File: src/rtl/issue_ctrl.sv
// issue_ctrl: issue/hazard controller between operand fetch and EX.
// Each architectural register has a countdown timer for results that are still
// in flight. The controller stalls decode on RAW/WAW hazards against those
// timers and while the MUL/DIV unit is busy. It also sequences a pipeline drain
// (RUN -> DRAIN -> DONE) for CSR, system and fence instructions.
// Optional build macro: ISSUE_STALL_CNT_EN adds the stall_data_cnt and
// stall_struct_cnt counters.
//
// state    | meaning
// ---------+---------------------------------------------------------------
// ST_RUN   | normal issue; hazards gate dec_ready
// ST_DRAIN | no issue; waiting for every timer and md_cnt to reach zero
// ST_DONE  | drain_done is high this cycle; returns to ST_RUN
module issue_ctrl #(
    parameter int LOAD_LAT   = 2,
    parameter int MULDIV_LAT = 4,
    parameter int CNT_W      = 3
) (
    input  logic       clk,
    input  logic       rst,
    input  logic       dec_valid,
    input  logic [4:0] dec_rs1,
    input  logic [4:0] dec_rs2,
    input  logic [4:0] dec_rd,
    input  logic       dec_uses_rs1,
    input  logic       dec_uses_rs2,
    input  logic       dec_writes_rd,
    input  logic [1:0] dec_class,
    input  logic       flush,
    input  logic       drain_req,
    output logic       dec_ready,
    output logic       issue_valid,
    output logic [4:0] issue_rd,
    output logic [1:0] stall_cause,
    output logic       drain_done
`ifdef ISSUE_STALL_CNT_EN
    ,
    output logic [31:0] stall_data_cnt,
    output logic [31:0] stall_struct_cnt
`endif
);

    localparam logic [1:0] CLS_LOAD   = 2'd1;
    localparam logic [1:0] CLS_MULDIV = 2'd2;

    typedef enum logic [1:0] {ST_RUN, ST_DRAIN, ST_DONE} state_t;

    state_t           state_q, state_d;
    logic [CNT_W-1:0] timer_q   [32];
    logic [CNT_W-1:0] timer_dec [32];
    logic [CNT_W-1:0] md_cnt_q, md_dec, new_lat;
    logic             raw, waw, md_busy, fire, quiet_nxt;

    // Result latency of the instruction in decode
    always_comb begin
        new_lat = '0;
        case (dec_class)
            CLS_LOAD:   new_lat = CNT_W'(LOAD_LAT);
            CLS_MULDIV: new_lat = CNT_W'(MULDIV_LAT);
            default:    new_lat = '0;
        endcase
    end

    // Saturating decrement of all timers; quiet_nxt means everything is zero next cycle
    always_comb begin
        quiet_nxt = 1'b1;
        for (int i = 0; i < 32; i++) begin
            timer_dec[i] = (timer_q[i] != '0) ? timer_q[i] - CNT_W'(1) : '0;
            if (timer_dec[i] != '0) quiet_nxt = 1'b0;
        end
        md_dec = (md_cnt_q != '0) ? md_cnt_q - CNT_W'(1) : '0;
        if (md_dec != '0) quiet_nxt = 1'b0;
    end

    // Hazard detection, issue handshake and stall classification
    always_comb begin
        raw = (dec_uses_rs1 && timer_q[dec_rs1] != '0) ||
              (dec_uses_rs2 && timer_q[dec_rs2] != '0);
        waw = dec_writes_rd && (timer_q[dec_rd] > new_lat);
        md_busy = (dec_class == CLS_MULDIV) && (md_cnt_q != '0);
        dec_ready = (state_q == ST_RUN) && !drain_req && !flush && !raw && !waw && !md_busy;
        fire = dec_valid && dec_ready;
        stall_cause = 2'd0;
        if (dec_valid && !dec_ready) begin
            if (flush || drain_req || state_q != ST_RUN) stall_cause = 2'd3;
            else if (raw || waw)                         stall_cause = 2'd1;
            else if (md_busy)                            stall_cause = 2'd2;
        end
    end

    // Scoreboard timers: a new producer's load overrides the decrement; r0 never busy
    always_ff @(posedge clk or posedge rst) begin
        if (rst) begin
            timer_q  <= '{default: '0};
            md_cnt_q <= '0;
        end else begin
            timer_q[0] <= '0;
            for (int i = 1; i < 32; i++) begin
                if (fire && dec_writes_rd && dec_rd == 5'(i) && new_lat != '0)
                    timer_q[i] <= new_lat;
                else
                    timer_q[i] <= timer_dec[i];
            end
            if (fire && dec_class == CLS_MULDIV) md_cnt_q <= CNT_W'(MULDIV_LAT);
            else                                 md_cnt_q <= md_dec;
        end
    end

    // Drain sequencer next-state logic
    always_comb begin
        state_d = state_q;
        case (state_q)
            ST_RUN:   if (drain_req) state_d = ST_DRAIN;
            ST_DRAIN: if (quiet_nxt) state_d = ST_DONE;
            ST_DONE:  state_d = ST_RUN;
            default:  state_d = ST_RUN;
        endcase
    end

    // State register and registered issue/drain outputs
    always_ff @(posedge clk or posedge rst) begin
        if (rst) begin
            state_q     <= ST_RUN;
            issue_valid <= 1'b0;
            issue_rd    <= '0;
            drain_done  <= 1'b0;
        end else begin
            state_q     <= state_d;
            issue_valid <= fire;
            issue_rd    <= (fire && dec_writes_rd) ? dec_rd : '0;
            drain_done  <= (state_q == ST_DRAIN) && quiet_nxt;
        end
    end

`ifdef ISSUE_STALL_CNT_EN
    // Stall statistics; free-running, wrap at 2**32
    always_ff @(posedge clk or posedge rst) begin
        if (rst) begin
            stall_data_cnt   <= '0;
            stall_struct_cnt <= '0;
        end else begin
            if (stall_cause == 2'd1) stall_data_cnt   <= stall_data_cnt + 32'd1;
            if (stall_cause == 2'd2) stall_struct_cnt <= stall_struct_cnt + 32'd1;
        end
    end
`endif

endmodule

File: config.mk
export PLATFORM = sky130hd
export DESIGN_NAME = issue_ctrl
export DESIGN_NICKNAME = d
export VERILOG_FILES = /design/src/rtl/issue_ctrl.sv
export SDC_FILE = /design/constraint.sdc
export NUM_CORES = 1
export LEC_CHECK = 0
export CAP_MARGIN = 20
export CORE_ASPECT_RATIO = 0.5
export CORE_MARGIN = 5
export CORE_UTILIZATION = 55
export CTS_BUF_LIST = sky130_fd_sc_hd__clkbuf_4
export CTS_CLUSTER_DIAMETER = 80
export DETAILED_ROUTE_END_ITERATION = 12
export PLACE_DENSITY = 0.83
export SKIP_LAST_GASP = 1
export SYNTH_ARGS = -nofsm -noshare
export SYNTH_HDL_FRONTEND = slang
export SYNTH_SLANG_ARGS = --single-unit
File: constraint.sdc
create_clock -name clk -period 7.1 [get_ports clk]
set_input_delay 1.42 -clock clk [delete_from_list [all_inputs] [get_ports clk]]
set_output_delay 1.42 -clock clk [all_outputs]
set_load 0.05 [all_outputs]
# ---- After elaboration in Yosys (flattened, before gate mapping)
# Index checks and enable logic that the tools add are counted.
dict set report word_totals {
  output_inout_bits 10
  reg_bits 105
  word_cells 381
}
dict set report op_classes {
  n_mux 114
  order_cmp 4
  add_sub_neg 32
  n_reduce_logical 156
  n_eq_ne 36
  n_bitwise 3
}
# cell count
set ops {}
lappend ops {{$mux 3} 70}
lappend ops {{$reduce_bool 3->1} 67}
lappend ops {{$sub 3x1->3 const B} 32}
lappend ops {{$eq 5x5->1 const B} 16}
lappend ops {{$logic_and 1x1->1} 76}
lappend ops {{$bmux 3 s5} 3}
lappend ops {{$eq 5x4->1 const B} 8}
lappend ops {{$mux 1} 32}
lappend ops {{$eq 5x3->1 const B} 4}
lappend ops {{$ge 6x6->1 const B} 3}
lappend ops {{$not 5->6} 3}
lappend ops {{$mux 2} 6}
lappend ops {{$eq 5x2->1 const B} 2}
lappend ops {{$logic_not 1->1} 6}
lappend ops {{$pmux 3 s2} 1}
lappend ops {{$eq 5x1->1 const B} 1}
lappend ops {{$mux 5} 1}
lappend ops {{$eq 2x1->1 const B} 2}
lappend ops {{$logic_or 1x1->1} 4}
lappend ops {{$ne 2x2->1 const B} 2}
lappend ops {{$pmux 2 s2} 1}
lappend ops {{$gt 3x3->1} 1}
lappend ops {{$eq 2x2->1 const B} 1}
lappend ops {{$logic_not 2->1} 1}
lappend ops {{other kinds (2)} 2}

# ---- Depth between registers and ports, before layout
dict set report logic_depth {
  depth_word 37
  ltp_mapped 17
}

# ---- Worst setup path after synthesis
# OpenSTA, ideal clock, no wires.
dict set report synth_timing {
  path_type {in2out}
  startpoint {in dec_rd[1]}
  endpoint {out stall_cause[0]}
  path_slack_ps 186
  path_stages 15
  required_ps 5680
  t_arrival_ps 5494
  path_cell_list {buf_2 -> buf_1 -> clkbuf_1 -> mux4_2 -> mux4_2 -> inv_1 -> a21oi_1 -> ha_1 -> nor2b_1 -> o21ai_0 -> a41oi_1 -> a22oi_2 -> and3_1 -> buf_2 -> a21boi_0}
}
dict set report synth_via {
  elab_chain_len 12
}
# item line_no
set synth_rtl {}
lappend synth_rtl {{from (decl)} 24} ;# input logic [4:0] dec_rd,
lappend synth_rtl {{$not 5->6 (implied by the code) (*)} 79} ;# waw = dec_writes_rd && (timer_q[dec_rd] > new_lat);
lappend synth_rtl {{$bmux 3 s5 (*)} 79}
lappend synth_rtl {{$mux 3 (implied by the code) (*) (2 in a row)} 79}
lappend synth_rtl {{$gt 3x3->1 (*)} 79}
lappend synth_rtl {{$logic_and 1x1->1 (*)} 79}
lappend synth_rtl {{$logic_not 1->1} 81} ;# dec_ready = (state_q == ST_RUN) && !drain_req && !flush && !raw && !waw && !md_busy;
lappend synth_rtl {{$logic_and 1x1->1 (2 in a row)} 81}
lappend synth_rtl {{$logic_not 1->1} 84} ;# if (dec_valid && !dec_ready) begin
lappend synth_rtl {{$logic_and 1x1->1} 84}
lappend synth_rtl {{$mux 2 (*)} 84}
lappend synth_rtl {{to (decl)} 34} ;# output logic [1:0] stall_cause,
# Mark *: on every way between the ends. The rest lies on a longest branch, timed or not. The select of a mux whose other input is x is not followed.

# ---- Worst setup path after layout
dict set report layout_timing {
  startpoint {in dec_rd[0]}
  endpoint {out dec_ready}
}
dict set report layout_via {
  elab_chain_len 9
}
# item line_no
set layout_rtl {}
lappend layout_rtl {{$not 5->6 (implied by the code)} 79}
lappend layout_rtl {{$bmux 3 s5} 79}
lappend layout_rtl {{$mux 3 (implied by the code) (2 in a row)} 79}
lappend layout_rtl {{$gt 3x3->1} 79}
lappend layout_rtl {{$logic_and 1x1->1} 79}
lappend layout_rtl {{$logic_not 1->1} 81}
lappend layout_rtl {{$logic_and 1x1->1 (2 in a row)} 81}
lappend layout_rtl {{to (decl)} 31} ;# output logic dec_ready,
# Every way passes these cells. The select of a mux whose other input is x is not followed.

==> results.py <==
metrics = {
    "global_routing": {
        "grt_max_degree": 58,
        "grt_pass1_wl_mm": 36.59,
        "busiest_layer": "met2",
        "use_met2_pct": 44.61,
        "grt_antenna_before_repair": 0,
        "grtUsageMet1_pct": 39.75,
        "grt.overflow.total": 0,
        "grtUsageTotal_pct": 29.63,
        "grt_util_met3_pct": 11.46,
        "grt_pass1_vias": 6336,
    },
    "timing": {
        "hold_viol": 0,
        "setup_viol": 0,
        "skew_ns": 0.01653,
        "rsz0062_at_grt": "false",
        "period_minus_slack_ns": 6.595,
        "timing.final.crit_share_pct": 92.89,
        "worst_pin_slew_ns": 0.9506,
        "setup_tns_ns": 0,
        "slew-limit-headroom_pct": 36.43,
        "fmax_mhz": 151.6,
        "maxSlewViolCount": 0,
    },
    "clock_network": {
        "cts_tree": "yes",
        "postCtsResizedCells": 0,
        "path_clk_slew_ns": 0.16,
        "post_cts_buffers": 0,
        "cts_hold_buf": 0,
        "insertion_delay_ns": 0.48,
        "clock_tree.buffer_depth": 2,
        "htreeDepth": 3,
        "clkSinkCount": 105,
        "cts_buffers": 9,
        "cts_root_buf": "clkbuf_4",
    },
    "synthesis": {
        "synth_area_sq_um": 7532,
        "synth_top_area_share_pct": 34.88,
        "syn-num-nets": 856,
        "ys_ff_latch": 105,
        "yosys-top-cells-area": "dfrtp_1 (35%), ha_1 (11%), mux2_2 (9.9%), mux4_2 (6.9%), inv_1 (3.9%)",
        "async_flop_share_pct": 100.0,
        "synth.yosys.warnings": 0,
        "synth_edf_count": 0,
        "yosys.area.top_type": "dfrtp_1",
        "ys_seq_area_share_pct": 34.88,
        "synth_flop_cell": "dfrtp_1",
        "synthesis.instances": 765,
        "syn_area_per_cell_sq_um": 9.846,
        "synth_cell_type_count": 57,
    },
    "cells_and_area": {
        "drive_gt1_share_pct": 17.54,
        "nFillCells": 1141,
        "final_common_cell": "dfrtp_1",
        "nets": 885,
        "areaGrowthSynthToFinish_pct": 9.186,
        "fin_util_pct": 61.03,
        "layout_common_cells": "dfrtp_1 (105), inv_1 (78), mux2_2 (66), ha_1 (66), nand2_1 (49)",
        "diodes": 0,
    },
    "floorplanning": {
        "core_region_area_sq_um": 13480,
        "die_w_um": 175.5,
        "die_h_um": 92.75,
        "ios": 35,
        "dieArea_sq_um": 16280,
        "num_rows": 30,
        "initial_core_util_pct": 55.90,
    },
    "drt": {
        "drc_errors": 0,
        "totalWireLength_mm": 23.82,
        "first_iter_violations": 881,
        "vias": 6497,
        "viasPerCell": 6.670,
        "firstDrtPassIters": 6,
        "post_drt_wl_per_cell_um": 24.46,
        "postRouteAntennaNets": 0,
    },
    "critical_path": {
        "cp-start-kind": "input port",
        "path_class": "in -> out",
        "cp.required_ns": 5.68,
        "worst_setup_path_end_kind": "output port",
        "cp.arrival_ns": 5.17,
        "crit_fanout": 31,
    },
    "pwr": {
        "p_per_area_nw_per_um2": 143.1,
        "peakVddDrop_mv": 0.1126,
        "total_power_mw": 1.177,
        "leakagePower_nw": 3.871,
    },
    "flow_run": {
        "drv_cap": 0,
    },
    "place": {
        "gp_congestion": 1.031,
        "hpwl_mm": 18.22,
        "port_buffers": 34,
    },
    "status": {
        "status": "completed",
    },
    "worst_hold_path": {
        "hold_path_class": "reg -> reg",
    },
}
routing by layer:
layer / part of all wire, % / vias up
met3: 13 / 66
met4: 3.0 / 0
met5: 0 / -
li1: - / 2839
met1: 41 / 3170
met2: 43 / 422
metrics by stage:
| step | cells | worst slack, ns | hold WS [ns] | cell area, sq um |
|---|---|---|---|---|
| after floorplan | 765 | 0.1857 | 0.4581 | 7532 |
| after global placement | 959 | 0.6099 | 0.4984 | 8092 |
| after detailed placement | 959 | 0.5639 | 0.4996 | 8092 |
| after CTS | 974 | 0.5497 | 0.5214 | 8224 |
| after global routing | 974 | 0.3353 | 0.5473 | 8224 |
| final | 974 | 0.5052 | 0.5229 | 8224 |
synth_stat cells (5+ instances only):
| library cell | count |
|---|---|
| ha_1 | 66 |
| clkbuf_1 | 17 |
| nand2b_1 | 11 |
| a221oi_1 | 6 |
| or2_2 | 13 |
| nor2_1 | 40 |
| and2_1 | 5 |
| nor3_1 | 23 |
| buf_2 | 6 |
| o21ai_0 | 40 |
| mux2_2 | 66 |
| dfrtp_1 | 105 |
| a21oi_1 | 13 |
| mux4_2 | 23 |
| inv_1 | 79 |
| nor2b_1 | 8 |
| nor3b_1 | 30 |
| nor4b_1 | 6 |
| and3_1 | 9 |
| nand2_1 | 49 |
| nand3_1 | 36 |
| o2111ai_1 | 5 |
| a211oi_1 | 6 |
| or4_1 | 6 |
| nor4_1 | 24 |
| o22ai_1 | 9 |
worst max-delay path, stage by stage:
cell	delay, ns
clkdlybuf4s50_1	0.51
buf_12	0.23
mux4_2	0.52
mux4_2	0.49
inv_1	0.13
a21oi_1	0.10
ha_1	0.35
nand3_1	0.08
a31oi_1	0.18
a41oi_1	0.15
a22oi_2	0.25
and3_1	0.35
and3_1	0.25
buf_12	0.14
final cells by class:
class                           count  area, sq um  area share [%]
Inverter                           80        302.8           3.682
Clock inverter                      5        57.56          0.6998
Timing Repair Buffer               46        460.4           5.599
Tap cell                          176        220.2           2.678
Clock buffer                       10        75.07          0.9128
Sequential cell                   105         2628           31.95
Multi-Input combinational cell    552         4481           54.48
worst paths after layout:
path,from,to,slack (ns),cells after the start
worst max-delay path,dec_rd[0],dec_ready,0.51,14
worst min-delay path,state_q[1],state_q[0],0.52,1
worst max register to register,timer_q[9],drain_done,3.04,9
worst min register to register,state_q[1],state_q[0],0.52,1
max in group asynchronous,rst,timer_q[41],4.56,3
min in group asynchronous,rst,timer_q[61],1.35,2
registers in the layout (all words and copies together), names as in the netlist:
| signal | count |
|---|---|
| drain_done | 1 |
| issue_rd | 5 |
| issue_valid | 1 |
| md_cnt_q | 3 |
| state_q | 2 |
| timer_q | 93 |
cells by family after synthesis:
logic type | after synthesis | synth area share (%)
buffers and inverters | 108 | 5.631
multiplexers | 92 | 17.14
flip-flops | 105 | 34.88
AND/OR/NAND/NOR | 280 | 21.28
adder cells (fa/ha/maj) | 66 | 10.96
AO/OA/AOI/OAI | 114 | 10.10
report_power, final:
group	switching, mW	leakage, nW	internal, mW
Combinational	0.150	2.34	0.0829
Sequential	0.0162	1.46	0.612
Clock	0.207	0.0661	0.109
Power figures use the tool's default switching activity.
